**src/rtl/divider_8bit_seq.sv**
```systemverilog
// Sequential unsigned restoring divider, one quotient bit per clock, start/busy/done handshake.
// Define DIVIDER_8BIT_SEQ_DZ_ERR_EN to add dz_err and a one-cycle fast path for a zero divisor.
module divider_8bit_seq #(
  parameter int WIDTH = 8
) (
  input  logic             clk,
  input  logic             reset,
  input  logic             start,
  input  logic [WIDTH-1:0] dividend,
  input  logic [WIDTH-1:0] divisor,
  output logic             busy,
  output logic             done,
  output logic [WIDTH-1:0] quotient,
  output logic [WIDTH-1:0] remainder
`ifdef DIVIDER_8BIT_SEQ_DZ_ERR_EN
  ,
  output logic             dz_err
`endif
);

  localparam int CW = $clog2(WIDTH);

  typedef enum logic [1:0] {
    IDLE,
    RUN,
    DONE
  } state_t;

  state_t           state;
  logic [WIDTH-1:0] part_rem;
  logic [WIDTH-1:0] work_q;
  logic [WIDTH-1:0] work_d;
  logic [CW-1:0]    count;

  logic [WIDTH:0]   shift_in;
  logic [WIDTH:0]   trial;
  logic             trial_neg;
  logic [WIDTH-1:0] next_rem;
  logic [WIDTH-1:0] next_q;

`ifdef DIVIDER_8BIT_SEQ_DZ_ERR_EN
  logic             dz_pending;
`endif

  // Trial subtraction as add-with-inverted-operand; R < D keeps the sign bit meaningful.
  always_comb begin
    shift_in  = {part_rem, work_q[WIDTH-1]};
    trial     = shift_in + ~{1'b0, work_d} + {{WIDTH{1'b0}}, 1'b1};
    trial_neg = trial[WIDTH];
    next_rem  = trial_neg ? shift_in[WIDTH-1:0] : trial[WIDTH-1:0];
    next_q    = {work_q[WIDTH-2:0], ~trial_neg};
  end

  always_ff @(posedge clk) begin
    if (reset) begin
      state     <= IDLE;
      busy      <= 1'b0;
      done      <= 1'b0;
      quotient  <= '0;
      remainder <= '0;
      part_rem  <= '0;
      work_q    <= '0;
      work_d    <= '0;
      count     <= '0;
`ifdef DIVIDER_8BIT_SEQ_DZ_ERR_EN
      dz_err     <= 1'b0;
      dz_pending <= 1'b0;
`endif
    end else begin
      case (state)
        IDLE, DONE: begin
          done <= 1'b0;
          if (start) begin
            part_rem <= '0;
            work_q   <= dividend;
            work_d   <= divisor;
            count    <= CW'(WIDTH - 1);
            state    <= RUN;
`ifdef DIVIDER_8BIT_SEQ_DZ_ERR_EN
            dz_pending <= (divisor == '0);
`endif
          end else begin
            state <= IDLE;
          end
        end

        // Outputs load only on the final iteration so partial results never leak.
        RUN: begin
`ifdef DIVIDER_8BIT_SEQ_DZ_ERR_EN
          if (dz_pending) begin
            dz_pending <= 1'b0;
            quotient   <= '1;
            remainder  <= work_q;
            dz_err     <= 1'b1;
            done       <= 1'b1;
            busy       <= 1'b0;
            state      <= DONE;
          end else
`endif
          begin
            part_rem <= next_rem;
            work_q   <= next_q;
            count    <= count - CW'(1);
            if (count == '0) begin
              state     <= DONE;
              done      <= 1'b1;
              busy      <= 1'b0;
              quotient  <= next_q;
              remainder <= next_rem;
`ifdef DIVIDER_8BIT_SEQ_DZ_ERR_EN
              dz_err    <= 1'b0;
`endif
            end else begin
              busy <= 1'b1;
            end
          end
        end

        default: state <= IDLE;
      endcase
    end
  end

endmodule
```
**config.mk**
```make
export PLATFORM = sky130hd
export DESIGN_NAME = divider_8bit_seq
export DESIGN_NICKNAME = d
export VERILOG_FILES = /design/src/rtl/divider_8bit_seq.sv
export SDC_FILE = /design/constraint.sdc
export NUM_CORES = 1
export LEC_CHECK = 0
export BUFFER_PORTS_ARGS = -buffer_cell sky130_fd_sc_hd__buf_2
export CORE_MARGIN = 2
export CORE_UTILIZATION = 35
export CTS_CLUSTER_DIAMETER = 50
export DETAILED_ROUTE_END_ITERATION = 10
export GPL_TIMING_DRIVEN = 1
export HOLD_SLACK_MARGIN = 0.1
export SLEW_MARGIN = 20
export SYNTH_ARGS = -nofsm -noshare
export SYNTH_HDL_FRONTEND = slang
export SYNTH_SLANG_ARGS = --single-unit
```
**constraint.sdc**
```tcl
create_clock -name clk -period 2.8 [get_ports clk]
set_clock_uncertainty 0.05 [all_clocks]
set_input_delay 0.56 -clock clk [delete_from_list [all_inputs] [get_ports clk]]
set_output_delay 0.56 -clock clk [all_outputs]
set_load 0.05 [all_outputs]
```
======== Word-level counts from Yosys, hierarchy flattened ========
Cells that the tools add are included.
operators by class
  $add $sub $neg .......................... 3
  muxes and demuxes ....................... 13
  reductions and logical operators ........ 8
  equality and inequality tests ........... 4
  bitwise operators ....................... 2
operators by type and width
  kind                   count
  $pmux W8 S2            2
  $mux W8                3
  $add A9 B1 Y9 const B  1
  $add A9 B9 Y9          1
  $not A8 Y9             1
  $reduce_and A2 Y1      4
  $pmux W3 S2            1
  $ne A2 B2 Y1 const B   2
  $pmux W2 S2            1
  $logic_not A3 Y1       1
  $mux W1                3
  $mux W3                1
  $sub A3 B1 Y3 const B  1
  $eq A2 B1 Y1 const B   1
  $eq A2 B2 Y1 const B   1
  $logic_not A2 Y1       1
  $mux W2                1
  $pmux W1 S2            1
  $reduce_bool A2 Y1     1
  $reduce_or A2 Y1       1
  $not A1 Y1             1
word-level totals
  logic and storage cells ................. 39
  bits in registers ....................... 47
  input bits .............................. 19
  output and inout bits ................... 18

======== Logic depth before layout (Yosys ltp) ========
Gate-level depths: netlist of the first run.
  depth after elaboration ................. 5
  mapped depth ............................ 11
  gate-level depth less buffers ........... 10

======== Least setup slack after synthesis of the first run ========
OpenSTA, ideal clock, no wires.
  kind .................................... register to register
  start ................................... register work_q[7]
  end ..................................... register part_rem[5]
  stages on the path, launching flop included .. 11
  data arrival time ....................... 2.360 ns
  path buffers ............................ 0
  clock period less this slack ............ 2.527 ns
  setup slack ............................. 0.273 ns
  setup time .............................. 0.117 ns
  path through ............................ dfxtp_1 inv_1 ha_1 inv_1 fa_1 a211o_1 a221oi_2 o21ai_1 xor2_1 mux2_2 a22o_1
on the way
  longest elaborated chain between the ends .. 4
RTL lines
  item                      RTL line  text
  start: declaration        31        logic [WIDTH-1:0] work_q;
  start signal: assignment  75        work_q <= dividend;
  start signal: assignment  102       work_q <= next_q;
  $add A9 B9 Y9             48        trial = shift_in + ~{1'b0, work_d} + {{WIDTH{1'b0}}, 1'b1};
  $add A9 B1 Y9             48
  $mux W8                   50        next_rem = trial_neg ? shift_in[WIDTH-1:0] : trial[WIDTH-1:0];
  $pmux W8 S2               70        case (state)
  end signal: assignment    101       part_rem <= next_rem;
  end: declaration          30        logic [WIDTH-1:0] part_rem;
No other way between the ends.
A chain may end at the register's enable or synchronous reset.

======== Final worst setup path of the first run ========
  start ................................... register work_q[7]
  end ..................................... register remainder[7]
on the way
  longest elaborated chain between the ends .. 3
RTL lines
  item                    RTL line  text
  $add A9 B9 Y9           48
  $add A9 B1 Y9           48
  $mux W8                 50
  end signal: assignment  109       remainder <= next_rem;
  end: declaration        14        output logic [WIDTH-1:0] remainder
No other way between the ends.

==> results of run 1 <==
==> metrics by stage <==
stage	setup WS [ns]	hold WS, ns
after floorplan	0.2735	0.3863
after detailed placement	0.1280	0.3889
after CTS	0.1031	0.4081
after global routing	-0.02461	0.4227
after global placement	0.1921	0.3838
final	0.1435	0.3996
==> cell usage after synthesis <==
master / count / area [um2]
o21ai_0: 13 / 65.06
a211oi_1: 2 / 15.01
clkbuf_1: 11 / 41.29
nand2b_1: 5 / 31.28
or2_1: 1 / 6.260
nor2b_1: 5 / 31.28
buf_1: 1 / 3.750
xor2_1: 2 / 17.52
inv_1: 13 / 48.80
a21oi_1: 13 / 65.06
o21a_1: 4 / 30.03
mux2i_1: 7 / 70.07
a221oi_1: 1 / 8.760
nand3_1: 1 / 5.000
o21ai_1: 1 / 5.000
a22o_1: 12 / 105.1
ha_1: 10 / 125.1
mux2_2: 1 / 11.26
fa_1: 1 / 20.02
a311oi_1: 8 / 70.07
o211a_1: 1 / 10.01
a2111oi_0: 1 / 8.760
nor3_1: 2 / 10.01
a221oi_2: 1 / 15.01
o31ai_1: 1 / 7.510
buf_6: 1 / 11.26
a32o_1: 2 / 20.02
nand2_1: 48 / 180.2
a211o_1: 1 / 8.760
dfxtp_1: 47 / 940.9
nor2_1: 13 / 48.80
a31oi_1: 1 / 6.260
a2111o_1: 1 / 11.26
xnor2_1: 4 / 35.03
==> registers in the layout, summed over array words and instances (netlist names) <==
signal / count
part_rem: 8
remainder: 8
busy: 1
count: 3
work_d: 8
work_q: 8
quotient: 8
state: 2
done: 1
==> power breakdown <==
| group | switching, mW | internal [mW] |
|---|---|---|
| clock network | 0.233 | 0.175 |
| logic | 0.312 | 0.249 |
| registers | 0.0367 | 0.720 |
==> routing by layer <==
layer	vias up	share of wire	track usage
met5	-	0	0
li1	895	-	-
met3	7	0.039	0.02889
met4	0	0.020	0.06610
met2	37	0.45	0.2262
met1	828	0.49	0.1926
==> what timing repair did <==
action                                 in CTS  in global routing
endpoints found under the hold margin       0                  0
setup endpoints to repair                   0                 16
resized for setup                           0                 10
==> critical path, delay by kind of cell, from the launching register on <==
family | cells | cell delay [ns]
adders and majority gates | 2 | 0.51
and+or+nand+nor | 1 | 0.22
xor gates and xnor gates | 1 | 0.19
buffers and inverters | 3 | 0.31
DFF | 1 | 0.32
AOI/OAI and AO/OA | 4 | 0.96
==> logic make-up (layout without fill, tap and decap cells) <==
kind of cell / Yosys count / after routing
buffers and inverters: 26 / 64
AO/OA/AOI/OAI: 63 / 63
multiplexers: 8 / 8
adder cells (fa/ha/maj): 11 / 11
XOR/XNOR: 6 / 6
AND/OR/NAND/NOR: 75 / 75
flip-flops: 47 / 47
==> how the worst min path moves through the flow <==
stage                      start           end  slack (ns)  depth (start not counted)
floorplan              work_d[1]     work_d[1]        0.39                          2
global placement    remainder[6]  remainder[6]        0.38                          2
detailed placement  remainder[6]  remainder[6]        0.39                          2
CTS                 remainder[6]  remainder[6]        0.41                          2
global route           work_d[1]     work_d[1]        0.42                          2
finish              remainder[6]  remainder[6]        0.40                          2
==> final cells by class <==
type                            instances  area (um2)
Clock inverter                          2       12.51
Fill cell                             611        3362
Timing Repair Buffer                   43       236.5
Sequential cell                        47       940.9
Inverter                               13       48.80
Clock buffer                            6       72.57
Tap cell                               75       93.84
Multi-Input combinational cell        163        1084
==> results.rst, run 1 <==
.. list-table::
   :header-rows: 1

   * - Metric
     - Value
   * - Global-route wire length before repair
     - approximately 7500 um
   * - Beginning of the critical path
     - work_q[7]
   * - Layout cell share with drive strength beyond 1
     - 0.2117
   * - End of the critical path
     - remainder[7]
   * - Area of all placed cells without fillers
     - roughly 2500 um2
   * - Number of synthesized register bits
     - between 40 and 50
   * - Number of buffers created by CTS
     - 5
   * - Setup slack on the worst flop-to-flop path
     - between 0.1 and 0.15 ns
   * - Number of optimization iterations in the first detailed-route pass
     - 4
   * - Max-cap check violation count
     - 0
   * - Number of standard cells after synthesis
     - around 240
   * - # diodes
     - 0
   * - Basic-gate share of the synthesized area counting and, or, nand and nor cells
     - 0.1497
   * - Via density
     - 5.063
   * - Power density over cell area
     - between 600 and 700 nW/um2
   * - FF-to-FF Start
     - work_q[7]
   * - RR Endpoint
     - remainder[7]
   * - Class of the most critical hold timing path
     - flop to flop
   * - Cell leakage power
     - around 1.1 nW
   * - Synthesized net count
     - 266
   * - H-tree depth
     - 2
   * - Maximum number of pins on one net before global-route repair
     - 26
   * - Total Routed Length
     - between 4000 and 5000 um
   * - Inst Count DP
     - 340
   * - Endpoints failing setup
     - 0
   * - Chain of cells forming the critical path
     - inv_1, ha_1, inv_1, fa_2, a211o_1, a221oi_4, o21ai_2, xor2_2, buf_4, or2_1, a32o_1
   * - Ports
     - 37
   * - Clock tree from TritonCTS
     - built
   * - Arithmetic-cell share of the synthesized area counting full adders, half adders and majority gates
     - 0.06946
   * - Wire length per cell after detailed routing
     - 13.04 um
   * - Result of the run
     - complete, no violations
   * - Placed Instance Area
     - ~2400 um2
   * - Synth Area in Compound Gates
     - 0.2162
   * - Gp weighted congestion
     - a little over 0.8
   * - Part of the cycle the worst path needs
     - 0.9488
   * - Floorplan row count
     - 28
   * - Post-synthesis cell area
     - around 2100 um2
   * - WP data arrival
     - roughly 2.8 ns
   * - Maximum clock insertion buffer count
     - 2
   * - Measured slew at the worst slew-check pin
     - 0.5572 ns
   * - Die extent in y
     - a little over 80 um
   * - CP max stage delay
     - between 0.3 and 0.4 ns
   * - Total Power Consumption
     - 1.726 mW
   * - Area of the die
     - roughly 6600 um2
   * - CTS Root Buffer Type
     - clkbuf_8
   * - DR vias
     - between 1,500 and 2,000
   * - Yosys Warn Count
     - 0
   * - Clock transition time at the flip-flop clock pins of the worst setup and hold paths
     - 0.09 ns
   * - Maximum clock frequency
     - 376.4 MHz
   * - First-iteration detailed-routing DRC count
     - ~90
   * - Share of cell area taken by muxes after synthesis
     - 0.03892
   * - Synthesis-to-finish area growth
     - 19.10%
   * - Required @ worst endpoint
     - 2.94 ns
   * - Final slew viol count
     - 0
   * - Final-layout setup total negative slack
     - 0 ns
   * - Initial antenna violation count
     - 0
   * - Number of global-route vias before repair
     - 1,608
   * - Post-route non-filler standard cell count
     - ~350
   * - Final worst path period need
     - 2.657 ns
   * - Post-detailed-route count of antenna-violating nets
     - 0
   * - Main combinational cell family by area after synthesis
     - compound AO/OA/AOI/OAI gates
   * - Critical path type
     - flop to flop
   * - Post-synthesis share of cell area spent on xor and xnor gates
     - 0.02515
   * - Category of the worst setup path capture point
     - flop
   * - Post-CTS setup buffer count
     - 0
   * - Most common cell on crit path
     - inv_1
   * - Nets
     - about 300
   * - Post-CTS Hold Buffers
     - 0
   * - Aggregate global-route resource usage
     - 0.1452
   * - Largest fanout on the critical path
     - 5
   * - Worst-skew pair later-pin latency
     - just over 0.3 ns
   * - Post-synthesis sequential area ratio
     - 0.4503
   * - Highest-count cells in the layout ignoring fill and taps
     - 48 x nand2_1, 47 x dfxtp_1, 36 x buf_2
   * - Final count of hold timing violations
     - 0
   * - Worst IR Drop VDD
     - 0.2286 mV
   * - Starting utilization of the core area
     - 0.3571
   * - Total DRC errors in the routed layout
     - 0
   * - Final core occ
     - 0.4254
   * - Grt ovf
     - 0
   * - Post-detailed-placement half-perimeter wirelength
     - around 3300 um
   * - Category of the worst setup path launch point
     - flop
   * - Clock tree sinks
     - 47
   * - Cell depth of the worst flop-to-flop path
     - 11
   * - Most common library cell in the layout ignoring fill and taps
     - nand2_1
   * - Number of library cell types mapped by synthesis
     - 34
   * - Horizontal extent of the die
     - ~81 um
   * - IO buf count
     - 36
   * - Slew Limit Headroom
     - 0.6272
   * - Mean Syn Cell Area
     - 8.854 um2
   * - Total core area
     - approximately 5900 um2
   * - Library cell contributing the largest single delay on the critical path
     - fa_2
Note: power is estimated with default switching activity, not from simulation.
==> run 2: changes to the inputs <==
--- a/config.mk
+++ b/config.mk
@@ -5,13 +5,14 @@
 export SDC_FILE = /design/constraint.sdc
 export NUM_CORES = 1
 export LEC_CHECK = 0
+export ABC_AREA = 1
 export BUFFER_PORTS_ARGS = -buffer_cell sky130_fd_sc_hd__buf_2
-export CORE_MARGIN = 2
 export CORE_UTILIZATION = 35
 export CTS_CLUSTER_DIAMETER = 50
 export DETAILED_ROUTE_END_ITERATION = 10
 export GPL_TIMING_DRIVEN = 1
 export HOLD_SLACK_MARGIN = 0.1
+export RECOVER_POWER = 100
 export SLEW_MARGIN = 20
 export SYNTH_ARGS = -nofsm -noshare
 export SYNTH_HDL_FRONTEND = slang
==> run 2 against run 1 <==
Against the previous run:
- non-clock buffer count shrank 5
- worst hold slack gained 0.0059 ns
- count of clock-buffer cells in the layout shrank 1
- die area grew 4.7%
- cell area grew 2.6%
- sequential cell count is the same
- wire length grew 9.6%
- via count grew 12%
- global-route usage grew 1.4 points
==> results.rst, run 2 <==
.. list-table::
   :header-rows: 1

   * - Metric
     - Value
   * - Result of the run
     - complete, no violations (unchanged)
   * - Arithmetic-cell share of the synthesized area counting full adders, half adders and majority gates
     - 0.06294 (was 0.06946)
   * - Synthesis-to-finish area growth
     - 10.74% (was 19.10%)
   * - Aggregate global-route resource usage
     - 0.1592 (was 0.1452)
   * - Unrepaired setup endpoints after global routing
     - false
   * - Endpoints failing setup
     - 0 (unchanged)
   * - Category of the worst setup path launch point
     - flop (unchanged)
   * - Layout cell share with drive strength beyond 1
     - 0.1254 (was 0.2117)
   * - Total core area
     - 6350 um2 (was 5851 um2)
   * - Commonest cells post-synth
     - 79 x nand2_1, 47 x dfxtp_1, 38 x inv_1, 21 x nand3_1, 20 x o21ai_0 (was 48 x nand2_1, 47 x dfxtp_1)
   * - Required @ worst endpoint
     - 2.91 ns (was 2.94 ns)
   * - CP max stage delay
     - 0.42 ns (was 0.34 ns)
   * - Beginning of the critical path
     - work_q[7] (unchanged)
   * - Worst-skew pair later-pin latency
     - 0.30 ns (was 0.31 ns)
   * - Part of the cycle the worst path needs
     - 0.7989 (was 0.9488)
   * - Post-CTS Hold Buffers
     - 0 (unchanged)
   * - Filler Cell Count
     - 669 (was 611)
   * - Die extent in y
     - 83.17 um (was 81.27 um)
   * - IO buf count
     - 36 (unchanged)
   * - Clock tree sinks
     - 47 (unchanged)
   * - Final slew viol count
     - 0 (unchanged)
   * - Mean Syn Cell Area
     - 7.661 um2 (was 8.854 um2)
   * - Horizontal extent of the die
     - 83.17 um (was 81.27 um)
   * - Most common library cell in the layout ignoring fill and taps
     - nand2_1 (unchanged)
   * - Post-detailed-placement half-perimeter wirelength
     - 3634 um (was 3313 um)
   * - Floorplan row count
     - 29 (was 28)
   * - WHS
     - 0.4056 ns (was 0.3996 ns)
   * - Synthesized net count
     - 331 (was 266)
   * - Leading cell types by total area after synthesis
     - dfxtp_1 41%, nand2_1 13%, inv_1 6.2%, ha_1 5.4%, nand3_1 4.6% (was dfxtp_1 45%, nand2_1 8.6%, ha_1 6.0%, a22o_1 5.0%, a311oi_1 3.4%)
   * - Maximum clock frequency
     - 447.0 MHz (was 376.4 MHz)
   * - Highest-count cells in the layout ignoring fill and taps
     - 80 x nand2_1, 47 x dfxtp_1, 39 x inv_1 (was 48 x nand2_1, 47 x dfxtp_1, 36 x buf_2)
   * - Wire length per cell after detailed routing
     - 12.10 um (was 13.04 um)
   * - CTS Root Buffer Type
     - clkbuf_8 (unchanged)
   * - Number of optimization iterations in the first detailed-route pass
     - 4 (unchanged)
   * - Leading area contributor after synthesis
     - dfxtp_1 (unchanged)
   * - Slew Limit Headroom
     - 0.5169 (was 0.6272)
   * - Number of global-route vias before repair
     - 1,976 (was 1,608)
   * - First-iteration detailed-routing DRC count
     - 84 (was 91)
   * - Number of buffers created by CTS
     - 5 (unchanged)
   * - Post-detailed-route count of antenna-violating nets
     - 0 (unchanged)
   * - Starting utilization of the core area
     - 0.3632 (was 0.3571)
   * - Basic-gate share of the synthesized area counting and, or, nand and nor cells
     - 0.2680 (was 0.1497)
   * - Number of library cell types mapped by synthesis
     - 35 (was 34)
   * - CP bufs+invs
     - 2 (was 3)
   * - # diodes
     - 0 (unchanged)
   * - Share of the synthesized area in the top cell type
     - 0.4080 (was 0.4503)
   * - Largest fanout on the critical path
     - 10 (was 5)
   * - Hold wc startpoint
     - remainder[6] (unchanged)
   * - Library cell contributing the largest single delay on the critical path
     - fa_1 (was fa_2)
   * - Measured slew at the worst slew-check pin
     - 0.7238 ns (was 0.5572 ns)
   * - Power density over cell area
     - 692.9 nW/um2 (was 693.4 nW/um2)
   * - Initial antenna violation count
     - 0 (unchanged)
   * - Class of the most critical hold timing path
     - flop to flop (unchanged)
   * - Nets
     - 365 (was 303)
   * - Main combinational cell family by area after synthesis
     - simple AND/OR/NAND/NOR gates (was compound AO/OA/AOI/OAI gates)
   * - Maximum number of pins on one net before global-route repair
     - 22 (was 26)
   * - Post-synthesis sequential area ratio
     - 0.4080 (was 0.4503)
   * - Fraction of synthesis flops using an asynchronous set or reset pin
     - 0 (unchanged)
   * - Worst slack after detailed placement
     - 0.6800 ns (was 0.1280 ns)
   * - Via density
     - 4.786 (was 5.063)
   * - Chain of cells forming the critical path
     - inv_1, ha_1, inv_1, fa_1, nand2_2, nand2_1, nand3_1, nand3_2, nand2_4, nand2_1, nand3_1, a21oi_1 (was inv_1, ha_1, inv_1, fa_2, a211o_1, a221oi_4, o21ai_2, xor2_2, buf_4, or2_1, a32o_1)
   * - Synth Area in Compound Gates
     - 0.1411 (was 0.2162)
   * - Number of standard cells after synthesis
     - 301 (was 236)
   * - Total DRC errors in the routed layout
     - 0 (unchanged)
   * - Worst IR Drop VDD
     - 0.2820 mV (was 0.2286 mV)
   * - Post-CTS setup buffer count
     - 0 (unchanged)
   * - Final-layout setup total negative slack
     - 0 ns (unchanged)
   * - Final count of hold timing violations
     - 0 (unchanged)
   * - WP data arrival
     - 2.35 ns (was 2.80 ns)
   * - Number of synthesized register bits
     - 47 (unchanged)
   * - Final worst slack
     - 0.5631 ns (was 0.1435 ns)
   * - Global-route wire length before repair
     - 8921 um (was 7479 um)
   * - Cell leakage power
     - 1.164 nW (was 1.058 nW)
   * - Critical path type
     - flop to flop (unchanged)
   * - Ports
     - 37 (unchanged)
   * - Final worst path period need
     - 2.237 ns (was 2.657 ns)
   * - Post-synthesis cell area
     - 2306 um2 (was 2090 um2)
   * - Grt ovf
     - 0 (unchanged)
   * - Max-cap check violation count
     - 0 (unchanged)
   * - Total Routed Length
     - 4987 um (was 4552 um)
   * - Yosys Warn Count
     - 0 (unchanged)
   * - FF-to-FF Start
     - work_q[7] (unchanged)
   * - Clock transition time at the flip-flop clock pins of the worst setup and hold paths
     - 0.09 ns (about the same)
   * - Most frequent cell after synthesis
     - nand2_1 (unchanged)
   * - Clock tree from TritonCTS
     - built (unchanged)
   * - Category of the worst setup path capture point
     - flop (unchanged)
   * - Count of cells resized by post-cts repair
     - 0 (unchanged)
   * - Post-synthesis share of cell area spent on xor and xnor gates
     - 0.01519 (was 0.02515)
   * - Area of the die
     - 6917 um2 (was 6604 um2)
   * - Maximum clock insertion buffer count
     - 2 (unchanged)
   * - Gp weighted congestion
     - 0.7600 (was 0.8219)
   * - Count of flip-flops with a built-in enable after synthesis
     - 0 (unchanged)
   * - H-tree depth
     - 2 (unchanged)
   * - Share of cell area taken by muxes after synthesis
     - 0 (was 0.03892)
   * - Most instantiated flip-flop cell in the synthesis netlist
     - dfxtp_1 (unchanged)
   * - CP delay by family, top
     - simple AND/OR/NAND/NOR gates (was compound AO/OA/AOI/OAI gates)
   * - DR vias
     - 1,972 (was 1,767)
   * - Total Power Consumption
     - 1.770 mW (was 1.726 mW)
[run 2: changes by cell type after synthesis, moves of 8 or more]
cell	change
clkbuf_1	-8
nand2_2	+9
nand3_1	+20
nand2_1	+31
inv_1	+25
a22o_1	-11
a311oi_1	-8
[run 2: cell families after synthesis]
logic type | Yosys count
DFF | 47
AOI/OAI and AO/OA | 53
and+or+nand+nor | 135
xor gates and xnor gates | 4
adders and majority gates | 11
buffers and inverters | 51
[run 2: path summary, 6_finish.rpt]
path,end,slack (ns),depth (start not counted)
max,part_rem[4],0.56,12
min,remainder[6],0.41,2
max reg2reg,part_rem[4],0.56,12
min reg2reg,remainder[6],0.41,2
[run 2: metal layers]
metal | vias to the layer above | global-route usage | part of all wire
met3 | 9 | 0.03479 | 0.039
met5 | - | 0 | 0
met2 | 42 | 0.2541 | 0.46
li1 | 1043 | - | -
met1 | 878 | 0.2091 | 0.48
met4 | 0 | 0.06270 | 0.018
[run 2: power by group]
group | switching [mW] | internal [mW]
Sequential | 0.0328 | 0.727
Clock | 0.234 | 0.171
Combinational | 0.405 | 0.199
Total | 0.673 | 1.10
[run 2: final cells by class]
| type | count | area (um2) | area share |
|---|---|---|---|
| Inverter | 40 | 150.1 | 0.05879 |
| Multi-Input combinational cell | 203 | 1112 | 0.4356 |
| Clock inverter | 2 | 13.76 | 0.005390 |
| Clock buffer | 5 | 68.82 | 0.02695 |
| Timing Repair Buffer | 38 | 171.4 | 0.06712 |
| Sequential cell | 47 | 940.9 | 0.3684 |
| Tap cell | 77 | 96.34 | 0.03773 |
[run 2: worst min-delay path: cells and delay by family, from the launching register on]
kind             cells  cell delay (ns)
flip-flops           1             0.32
AND/OR/NAND/NOR      2             0.10
[run 2: metrics by stage]
stage,cell area [um2],std cells,utilization
after floorplan,2306,301,-
after global placement,2506,405,0.3947
after detailed placement,2506,405,0.3947
after CTS,2589,412,0.4077
after global routing,2554,412,0.4022
final,2554,412,0.4022
